===== config.mk =====
export PLATFORM = sky130hd
export DESIGN_NAME = fifo_rd_ctrl
export DESIGN_NICKNAME = d
export VERILOG_FILES = /design/src/rtl/fifo_rd_ctrl_pkg.sv /design/src/rtl/fifo_rd_skid.sv /design/src/rtl/fifo_rd_ctrl.sv
export SDC_FILE = /design/constraint.sdc
export NUM_CORES = 1
export LEC_CHECK = 0
export ABC_AREA = 1
export ABC_CLOCK_PERIOD_IN_PS = 4400
export CAP_MARGIN = 40
export CORE_ASPECT_RATIO = 0.75
export CORE_MARGIN = 2
export CORE_UTILIZATION = 35
export CTS_CLUSTER_DIAMETER = 40
export DETAILED_ROUTE_END_ITERATION = 6
export PLACE_DENSITY_LB_ADDON = 0.15
export SLEW_MARGIN = 20
export SYNTH_ARGS = -nofsm -noshare
export SYNTH_HDL_FRONTEND = slang
export SYNTH_HIERARCHICAL = 1
export SYNTH_SLANG_ARGS = --single-unit

===== constraint.sdc =====
create_clock -name rclk -period 4.4 [get_ports rclk]
set_input_delay 0.88 -clock rclk [delete_from_list [all_inputs] [get_ports rclk]]
set_output_delay 0.88 -clock rclk [all_outputs]
set_load 0.03 [all_outputs]

===== src/rtl/fifo_rd_ctrl_pkg.sv =====
// Shared definitions for the FIFO read-domain controller: buffer sizing and the
// Gray/binary pointer conversions that the write-side controller also uses.
package fifo_rd_ctrl_pkg;

    localparam int unsigned GW = 32;
    localparam logic [1:0] OUT_DEPTH = 2'd2;

    typedef enum logic [1:0] {
        SKID_IDLE = 2'b00,
        SKID_POP  = 2'b01,
        SKID_PUSH = 2'b10,
        SKID_BOTH = 2'b11
    } skid_op_e;

    // Width-independent: callers zero-extend into GW bits and truncate the result.
    function automatic logic [GW-1:0] bin2gray(input logic [GW-1:0] b);
        return b ^ (b >> 1);
    endfunction

    function automatic logic [GW-1:0] gray2bin(input logic [GW-1:0] g);
        logic [GW-1:0] b;
        b = g;
        for (int i = 1; i < int'(GW); i++) begin
            b = b ^ (g >> i);
        end
        return b;
    endfunction

endpackage


===== src/rtl/fifo_rd_skid.sv =====
// Two-entry output buffer: absorbs the memory's one-cycle read latency so the
// read stream keeps one word per cycle while the consumer applies backpressure.
module fifo_rd_skid
    import fifo_rd_ctrl_pkg::*;
#(
    parameter int DSIZE = 8
) (
    input  logic             clk,
    input  logic             rst,
    input  logic             push,
    input  logic [DSIZE-1:0] push_data,
    input  logic             pop,
    output logic [1:0]       out_cnt,
    output logic [DSIZE-1:0] m_data,
    output logic             m_valid
);

    logic [DSIZE-1:0] head_r;
    logic [DSIZE-1:0] tail_r;
    logic [1:0]       cnt_r;
    skid_op_e         op_s;

    assign op_s    = skid_op_e'({push, pop});
    assign out_cnt = cnt_r;
    assign m_data  = head_r;
    assign m_valid = (cnt_r != 2'd0);

    // Head/tail storage and occupancy; a push into a full buffer is refused.
    always_ff @(posedge clk) begin
        if (rst) begin
            head_r <= {DSIZE{1'b0}};
            tail_r <= {DSIZE{1'b0}};
            cnt_r  <= 2'd0;
        end else begin
            case (op_s)
                SKID_PUSH: begin
                    if (cnt_r == 2'd0) begin
                        head_r <= push_data;
                        cnt_r  <= 2'd1;
                    end else if (cnt_r == 2'd1) begin
                        tail_r <= push_data;
                        cnt_r  <= OUT_DEPTH;
                    end else begin
                        cnt_r  <= cnt_r;
                    end
                end
                SKID_POP: begin
                    head_r <= tail_r;
                    cnt_r  <= cnt_r - 2'd1;
                end
                SKID_BOTH: begin
                    if (cnt_r == OUT_DEPTH) begin
                        head_r <= tail_r;
                        tail_r <= push_data;
                    end else begin
                        head_r <= push_data;
                    end
                end
                default: begin
                    cnt_r <= cnt_r;
                end
            endcase
        end
    end

endmodule


===== src/rtl/fifo_rd_ctrl.sv =====
// Read-domain controller of the dual-clock FIFO: read pointer, empty/level flags,
// memory fetch control and the valid/ready output stream, all in rclk.
module fifo_rd_ctrl
    import fifo_rd_ctrl_pkg::*;
#(
    parameter int ASIZE         = 4,
    parameter int DSIZE         = 8,
    parameter int AEMPTY_THRESH = 2
) (
    input  logic             rclk,
    input  logic             rrst,
    input  logic [ASIZE:0]   rq2_wptr,
    output logic [ASIZE:0]   rptr,
    output logic [ASIZE-1:0] raddr,
    output logic             rd_en,
    input  logic [DSIZE-1:0] rdata_mem,
    output logic [DSIZE-1:0] m_data,
    output logic             m_valid,
    input  logic             m_ready,
    output logic             rempty,
    output logic             ralmost_empty,
    output logic [ASIZE:0]   rlevel
);

    localparam int PW = ASIZE + 1;

    logic [PW-1:0] rbin_r;
    logic [PW-1:0] rptr_r;
    logic [PW-1:0] rlevel_r;
    logic          rempty_r;
    logic          ralmost_empty_r;
    logic          inflight_r;

    logic [PW-1:0] rbin_next_s;
    logic [PW-1:0] rptr_next_s;
    logic [PW-1:0] wbin_s;
    logic [PW-1:0] level_next_s;
    logic [2:0]    occ_s;
    logic [1:0]    out_cnt_s;
    logic          fetch_s;
    logic          pop_s;

    // Fetch decision and next pointer/level; occupancy counts words already on their way.
    always_comb begin
        pop_s = m_valid & m_ready;
        occ_s = {1'b0, out_cnt_s} + {2'b00, inflight_r} - {2'b00, pop_s};
        fetch_s = ~rempty_r & (occ_s < 3'd2);
        if (fetch_s) begin
            rbin_next_s = rbin_r + PW'(1);
        end else begin
            rbin_next_s = rbin_r;
        end
        rptr_next_s  = PW'(bin2gray(GW'(rbin_next_s)));
        wbin_s       = PW'(gray2bin(GW'(rq2_wptr)));
        level_next_s = wbin_s - rbin_next_s;
    end

    // Pointer, flag and level registers.
    always_ff @(posedge rclk) begin
        if (rrst) begin
            rbin_r          <= {PW{1'b0}};
            rptr_r          <= {PW{1'b0}};
            rlevel_r        <= {PW{1'b0}};
            rempty_r        <= 1'b1;
            ralmost_empty_r <= 1'b1;
            inflight_r      <= 1'b0;
        end else begin
            rbin_r          <= rbin_next_s;
            rptr_r          <= rptr_next_s;
            rlevel_r        <= level_next_s;
            rempty_r        <= (rptr_next_s == rq2_wptr);
            ralmost_empty_r <= (level_next_s <= PW'(AEMPTY_THRESH));
            inflight_r      <= fetch_s;
        end
    end

    assign rd_en         = fetch_s;
    assign raddr         = rbin_r[ASIZE-1:0];
    assign rptr          = rptr_r;
    assign rlevel        = rlevel_r;
    assign rempty        = rempty_r;
    assign ralmost_empty = ralmost_empty_r;

    fifo_rd_skid #(
        .DSIZE(DSIZE)
    ) u_skid (
        .clk      (rclk),
        .rst      (rrst),
        .push     (inflight_r),
        .push_data(rdata_mem),
        .pop      (pop_s),
        .out_cnt  (out_cnt_s),
        .m_data   (m_data),
        .m_valid  (m_valid)
    );

endmodule

After elaboration in Yosys (flattened, before gate mapping)
Cells that the tools add are included.
- flip-flop bits (word level): 36
- input port bits: 16
- output and inout bits: 26
- logic and storage cells: 54
- add/subtract/negate cells: 5
- $lt $le $gt $ge: 2
- equal/unequal tests: 11
- muxes and demuxes: 11
- bitwise operators: 8
- reductions and logical operators: 8
- operators by type and width (operator ; number):
    $mux W8 ; 5
    $pmux W8 S3 ; 1
    $pmux W8 S2 ; 1
    $xor A5 B4 Y5 ; 2
    $eq A2 B2 Y1 const B ; 3
    $ne A2 B1 Y1 const B ; 3
    $reduce_bool A2 Y1 ; 3
    $add A5 B1 Y5 const B ; 1
    $eq A5 B5 Y1 ; 1
    $le A5 B2 Y1 const B ; 1
    $mux W5 ; 1
    $sub A5 B5 Y5 ; 1
    $xor A5 B1 Y5 ; 1
    $xor A5 B2 Y5 ; 1
    $xor A5 B3 Y5 ; 1
    $eq A2 B1 Y1 const B ; 2
    $mux W2 ; 2
    $pmux W2 S2 ; 1
    $reduce_and A2 Y1 ; 2
    $reduce_and A4 Y1 ; 1
    $add A2 B1 Y3 ; 1
    $lt A3 B2 Y1 const B ; 1
    $ne A3 B1 Y1 const B ; 1
    $reduce_bool A3 Y1 ; 1
    6 further kinds ; 7

Depth between registers and ports, before layout
Gate-level depths: netlist of run 1.
- depth after elaboration: 8
- mapped depth: 25
- depth with buffers taken out: 24

Cells and area by module
Netlist of run 1, hierarchy kept.
- by module, submodules not included (module ; instances ; cells each ; area each (µm²) ; seq. area each (µm²)):
    fifo_rd_ctrl ; 1 ; 190 ; 1213.7 ; 340.3
    fifo_rd_skid ; 1 ; 151 ; 1026.0 ; 360.3

Worst setup path before layout of run 1
OpenSTA, ideal clock, no wires.
- path kind: register to register
- from: register u_skid.cnt_r[1], in the netlist u_skid/out_cnt[1]
- to: register ralmost_empty_r, in the netlist ralmost_empty
- library setup time: 0.109 ns
- data arrival time: 3.683 ns
- data required time: 4.291 ns
- path slack: 0.608 ns
- cell stages (with the launch flop): 23
- path buffers: 0
- clock period less this slack: 3.792 ns
- cell sequence: dfxtp_1 > inv_1 > ha_1 > inv_1 > nand2_1 > inv_1 > ha_1 > inv_1 > nand2_1 > fa_1 > nand2_1 > nor2_4 > nand3_1 > nand2_1 > inv_2 > ha_1 > fa_1 > nor2_1 > nand3_1 > nand3_1 > nand3_1 > nand2_1 > inv_1
- longest elaborated chain between the ends: 8
- elaborated cells between the ends (all ways): 9
- classes of those cells: 3 x add/sub; 2 x order compare; 1 x mux; 2 x bitwise; 1 x reduce/logical
- RTL lines (element ; RTL line ; text):
    start, declared ; fifo_rd_skid.sv:20 ; logic [1:0] cnt_r;
    start signal, assigned ; fifo_rd_skid.sv:44 ; cnt_r <= cnt_r;
    start signal, assigned ; fifo_rd_skid.sv:49 ; cnt_r <= cnt_r - 2'd1;
    start signal, assigned ; fifo_rd_skid.sv:60 ; cnt_r <= cnt_r;
    $reduce_bool A2 Y1 ; fifo_rd_skid.sv:26 ; assign m_valid = (cnt_r != 2'd0);
    named net m_valid ; fifo_rd_ctrl.sv:18 ; output logic m_valid,
    $and A1 B1 Y1 ; fifo_rd_ctrl.sv:45 ; pop_s = m_valid & m_ready;
    named net pop_s ; fifo_rd_ctrl.sv:41 ; logic pop_s;
    $sub A3 B1 Y3 ; fifo_rd_ctrl.sv:46 ; occ_s = {1'b0, out_cnt_s} + {2'b00, inflight_r} - {2'b00, pop_s};
    $lt A3 B2 Y1 ; fifo_rd_ctrl.sv:47 ; fetch_s = ~rempty_r & (occ_s < 3'd2);
    $and A1 B1 Y1 ; fifo_rd_ctrl.sv:47 ;
    $mux W5 ; fifo_rd_ctrl.sv:48 ; if (fetch_s) begin
    named net rbin_next_s[0] ; fifo_rd_ctrl.sv:34 ; logic [PW-1:0] rbin_next_s;
    $sub A5 B5 Y5 ; fifo_rd_ctrl.sv:55 ; level_next_s = wbin_s - rbin_next_s;
    $le A5 B2 Y1 ; fifo_rd_ctrl.sv:72 ; ralmost_empty_r <= (level_next_s <= PW'(AEMPTY_THRESH));
    end signal, assigned ; fifo_rd_ctrl.sv:72 ;
    end, declared ; fifo_rd_ctrl.sv:31 ; logic ralmost_empty_r;
The timed path passes the listed nets, and every way through them passes these cells.
A chain may end at the register's enable or synchronous reset.

Final worst setup path of run 1
- from: input m_ready
- to: output rd_en
- longest elaborated chain between the ends: 4
- RTL lines (element ; RTL line ; text):
    start, declared ; fifo_rd_ctrl.sv:19 ; input logic m_ready,
    $and A1 B1 Y1 ; fifo_rd_ctrl.sv:45 ;
    named net pop_s ; fifo_rd_ctrl.sv:41 ;
    $sub A3 B1 Y3 ; fifo_rd_ctrl.sv:46 ;
    $lt A3 B2 Y1 ; fifo_rd_ctrl.sv:47 ;
    $and A1 B1 Y1 ; fifo_rd_ctrl.sv:47 ;
    end, declared ; fifo_rd_ctrl.sv:15 ; output logic rd_en,
The timed path passes the listed nets, and every way through them passes these cells.

==> flow_summary.toml, run 1 <==
[status]
status = "complete, no violations"

[job]
maxCapViolations = 0

[floorplanning]
ios = 42
core_um2 = 6260
fp.dieArea_um2 = 7060
initial_utilization_pct = 35.8
fp.dieH_um = 73.3
num_rows = 25
die_w_um = 96.4

[setup_path]
crit_chain = "clkdlybuf4s50_1, nand2_1, inv_1, ha_1, inv_1, nand2_1, fa_1, inv_1, nor2_1, nand3_2, buf_4, inv_2, buf_4"
end_kind = "primary output"
startpoint_type = "input port"
crit_path_frequent_cell = "inv_1"
cp_slowest_cell = "fa_1"
worstSetupPathType = "in2out"
crit_required_ns = 3.52
arrival_ns = 2.99
critPathMaxStageDelay_ns = 0.51
cp_max_fo = 10
path_buf_inv = 7
crit_family = "buffers and inverters"

[yosys]
yosysTopAreaCell = "dfxtp_1"
synth_nets = 368
synth_top_cells_by_area = "dfxtp_1 (31%), nand2_1 (15%), nand3_1 (11%), inv_1 (9.1%), nor2_1 (5.2%)"
ys_ff_latch = 35
synthCells = 341
syn_area_um2 = 2240
ys_seq_area_share_pct = 31.3
ys_types = 24
synth_area_per_cell_um2 = 6.57
yosysWarnings = 6
synth_top_area_share_pct = 31.3

[clock_tree]
insertion_delay_ns = 0.29
cts_sinks = 35
cts_tree = "done"
root_buffer = "clkbuf_8"
cts_setup_buffers = 0
cts.clk_slew.worst_paths_ns = 0.08
h-tree-depth = 2
clockBufferDepth = 2
postCtsHoldBufs = 0
cts_resized = 0
cts_made_buffers = 5

[worst_hold_path]
hp-class = "reg2reg"

[detailed_routing]
firstDrtPassIters = 5
avgRoutedWirePerCell_um = 11.2
via_count = 2140
avgViaCountPerCell = 4.59
postRouteWirelength_um = 5220
final_antenna_net_count = 0
drc = 0
drt_iter0_drc = 98

[placed_design]
port_buffers = 41
dp.final_hpwl_um = 3870
routabilityCongestion = 0.826

[timing]
finalSetupViolations = 0
final.period_utilization_pct = 88.0
hold_violations = 0
hold_ws_ns = 0.545
maxSlewViolCount = 0
fmax_mhz = 258
fin_tns_setup_ns = 0
fin_skew_ns = 0.00860
grt_setup_unrepaired = "false"
min_period_ns = 3.87
worst_pin_slew_ns = 0.676
slew_headroom_pct = 54.8

[final_layout]
area_growth_pct = 24.6
drive_gt1_share_pct = 9.87
diodes = 0
final_nets = 411
nFillCells = 682

[global_route]
grt-ovfl-total = 0
grt_pass1_wl_um = 8600
grt_max_degree = 17
grt_pass1_vias = 1770
antenna_found_initial = 0
grt_use_total_pct = 15.8

[power]
p_per_area_nw_per_um2 = 726
irDropWorstVdd_v = 0.000218
p_leak_nw = 1.43
[worst paths after layout]
kind,end,cells past startpoint,slack (ns),start
max,rd_en,13,0.53,m_ready
min,u_skid/m_data[0],2,0.54,u_skid/m_data[0]
max reg2reg,ralmost_empty,22,0.65,u_skid/out_cnt[1]
min reg2reg,u_skid/m_data[0],2,0.54,u_skid/m_data[0]
[where the power goes]
part | total (mW) | switching, mW | internal (mW)
sequential | 0.494 | 0.0759 | 0.418
clock | 0.229 | 0.118 | 0.111
combinational | 1.30 | 0.828 | 0.474
total | 2.03 | 1.02 | 1.00
[worst reg2reg max path, delay by kind of cell, from the launching register on]
kind                       cells  cell delay, ns
adders and majority gates      5            1.59
and+or+nand+nor               11            1.10
DFF                            1            0.50
buffers and inverters          6            0.45
[metal layers]
| metal | global-route usage (%) | routed length [um] |
|---|---|---|
| met3 | 3.38 | 230 |
| met1 | 24.9 | 2900 |
| met4 | 4.23 | 65 |
| met5 | 0 | 0 |
| met2 | 21.4 | 2020 |
[stage by stage]
stage          total power [mW]  cell area, um2  instances  setup WS (ns)  utilization [%]
2_1_floorplan              1.44            2240        341          0.608                -
3_3_place_gp               1.80            2710        458          0.352             43.3
3_5_place_dp               1.81            2710        458          0.292             43.3
4_1_cts                    2.05            2790        466          0.525             44.6
5_1_grt                    2.23            2790        466          0.273             44.6
6_report                   2.03            2790        466          0.528             44.6
[registers in the layout, summed over array words and instances, names as in the netlist]
register	count
inflight_r	1
rlevel	5
ralmost_empty	1
rempty	1
u_skid/out_cnt	2
u_skid/tail_r	8
u_skid/m_data	8
rptr	4
rbin_r	5
[area by class of cell]
class	count	area [um2]	share of cell area (%)
Timing Repair Buffer	43	423	15.2
Inverter	60	225	8.07
Clock inverter	1	5.00	0.179
Sequential cell	35	701	25.1
Multi-Input combinational cell	239	1260	45.1
Clock buffer	7	76.3	2.73
Tap cell	81	101	3.63
[synthesized netlist by cell type]
library cell	number
nand2_1	87
inv_1	54
nand3_1	47
dfxtp_1	35
nor2_1	31
a21oi_1	16
nand2_2	10
ha_1	9
nand3b_1	9
o21ai_0	8
inv_2	6
nand3_2	4
nand4_1	4
buf_4	3
nand2_4	3
nor2_4	3
buf_6	2
fa_1	2
nor2_2	2
xor2_1	2
buf_2	1
clkbuf_1	1
o21ai_2	1
o21bai_1	1
[cell families after synthesis]
kind of cell / after synthesis / share of synthesized area, %
and+or+nand+nor: 200 / 42.6
buffers and inverters: 67 / 12.5
DFF: 35 / 31.3
AOI/OAI and AO/OA: 26 / 6.09
adders and majority gates: 11 / 6.82
xor gates and xnor gates: 2 / 0.782
[cells in the final DEF, fill, tap and decap left out, drive strengths merged]
cell type and count:
nand2 100, inv 60, nand3 51, clkdlybuf4s50 40
nor2 36, dfxtp 35, a21oi 16, nand3b 9
ha 9, o21ai 9, clkbuf 7, nand4 4
buf 3, xor2 2, fa 2, o21bai 1
clkinv 1
Power figures use the tool's default switching activity.
==> inputs of run 2 (changes only) <==
- CORE_MARGIN: 2 -> 8
==> flow_summary.toml, run 2 (same netlist as run 1, synthesis figures left out) <==
[clock_tree]
cts_setup_buffers = 0
insertion_delay_ns = 0.28
cts_resized = 0
clockBufferDepth = 2
cts_sinks = 35
root_buffer = "clkbuf_8"
h-tree-depth = 2
cts.clk_slew.worst_paths_ns = 0.07
postCtsHoldBufs = 0
cts_tree = "done"
cts_made_buffers = 5

[power]
power_frac_comb_pct = 62.8
irDropWorstVdd_v = 0.000266
p_sw_mw = 1.03
p_per_area_nw_per_um2 = 742
p_clk_share_pct = 13.6
p_seq_share_pct = 23.6
switching_share_pct = 49.3
internal_power_mw = 1.06
p_leak_nw = 1.43

[setup_path]
rrSetupSlack_ns = 0.60
end_kind = "primary output"
startpoint_type = "flip-flop"
r2r_end = "ralmost_empty"
r2r_cells = 22
rr_startpoint = "u_skid/out_cnt[1]"
crit_required_ns = 3.52
crit_chain = "inv_1, ha_1, inv_1, nand2_1, inv_1, ha_1, inv_1, nand2_1, fa_1, inv_1, nor2_1, nand3_2, buf_4, inv_2, buf_4"
critPathMaxStageDelay_ns = 0.52
arrival_ns = 2.98
cp_slowest_cell = "dfxtp_1"
worstSetupPathType = "reg2out"
cp_max_fo = 9
crit_path_frequent_cell = "inv_1"

[detailed_routing]
via_count = 2173
avgViaCountPerCell = 4.67
firstDrtPassIters = 4
drc = 0
avgRoutedWirePerCell_um = 11.7
drt_iter0_drc = 86
postRouteWirelength_um = 5440
final_antenna_net_count = 0

[floorplanning]
fp.dieH_um = 85.3
ios = 42
core_um2 = 6260
num_rows = 25
initial_utilization_pct = 35.8
die_w_um = 108
fp.dieArea_um2 = 9240

[final_layout]
fin_util_pct = 45.0
area_growth_pct = 25.6
final_common_cell = "nand2_1"
nFillCells = 675
diodes = 0
drive_gt1_share_pct = 9.90
final_cell_mix = "nand2_1 (87), inv_1 (54), nand3_1 (47)"
final_nets = 411

[global_route]
grt-ovfl-total = 0
grt_max_degree = 17
grt_pass1_vias = 1901
grt_pass1_wl_um = 9090
antenna_found_initial = 0
grt_use_total_pct = 12.1

[placed_design]
dp.final_hpwl_um = 4030
place_ws_ns = 0.300
port_buffers = 41
routabilityCongestion = 0.858

[timing]
slew_headroom_pct = 55.9
worst_pin_slew_ns = 0.660
final.period_utilization_pct = 87.8
min_period_ns = 3.86
finalSetupViolations = 0
grt_setup_unrepaired = "false"
fin_tns_setup_ns = 0
hold_violations = 0
setup_slack_ns = 0.537
fin_skew_ns = 0.00596
maxSlewViolCount = 0
fmax_mhz = 259

[status]
status = "complete, no violations"

[worst_hold_path]
min_to = "u_skid/m_data[0]"
hold_depth = 2
hp-start = "u_skid/m_data[0]"
hp-class = "reg2reg"

[job]
maxCapViolations = 0
## run 2: changes by cell type in the layout (fill, tap and decap cells not counted)
| cell | before | now |
|---|---|---|
| bufinv_16 | 0 | 1 |
| clkinv_2 | 1 | 0 |
| clkbuf_1 | 2 | 1 |
## run 2: final cells by class
type / count / area, um2 / area share (%)
well taps: 81 / 101 / 3.60
clock buffers: 6 / 72.6 / 2.58
multi-input cells: 239 / 1260 / 44.8
clock inverters: 1 / 30.0 / 1.07
inverters: 60 / 225 / 8.01
repair buffers: 43 / 423 / 15.0
flip-flops and latches: 35 / 701 / 24.9
## run 2: how the worst max path moves through the flow
stage	slack, ns	endpoint	from
4_1_cts	0.54	rd_en	m_ready
3_5_place_dp	0.30	ralmost_empty	m_ready
6_report	0.54	rd_en	u_skid/out_cnt[1]
3_3_place_gp	0.35	ralmost_empty	m_ready
2_1_floorplan	0.61	ralmost_empty	u_skid/out_cnt[1]
5_1_grt	0.27	ralmost_empty	u_skid/out_cnt[1]
## run 2: metal layers
layer,track usage (%),share of wire [%],routed length [um],up-vias
li1,-,-,-,1148
met5,0,0,0,-
met4,4.46,1.2,65,0
met1,17.0,52,2850,972
met3,3.41,6.5,355,5
met2,17.0,40,2170,48
## run 2: through the flow
| stage | instance area, um2 | std cells | total power [mW] | hold slack [ns] |
|---|---|---|---|---|
| finish | 2810 | 465 | 2.09 | 0.535 |
| CTS | 2810 | 465 | 2.10 | 0.537 |
| global placement | 2710 | 458 | 1.81 | 0.513 |
| global route | 2810 | 465 | 2.28 | 0.581 |
| floorplan | 2240 | 341 | 1.44 | 0.481 |
| detailed placement | 2710 | 458 | 1.81 | 0.523 |
## run 2: critical path, delay by kind of cell (launching register included)
| family | cells | cell delay [ns] |
|---|---|---|
| adder cells (fa/ha/maj) | 3 | 0.96 |
| buffers and inverters | 8 | 0.83 |
| flip-flops | 1 | 0.52 |
| AND/OR/NAND/NOR | 4 | 0.36 |
## run 2: power by group through the flow
stage          Sequential, mW  Clock, mW  Combinational, mW
2_1_floorplan           0.653          0              0.791
3_5_place_dp            0.499          0               1.31
3_3_place_gp            0.502          0               1.31
5_1_grt                 0.508      0.301               1.47
4_1_cts                 0.493      0.292               1.32
6_report                0.493      0.283               1.31
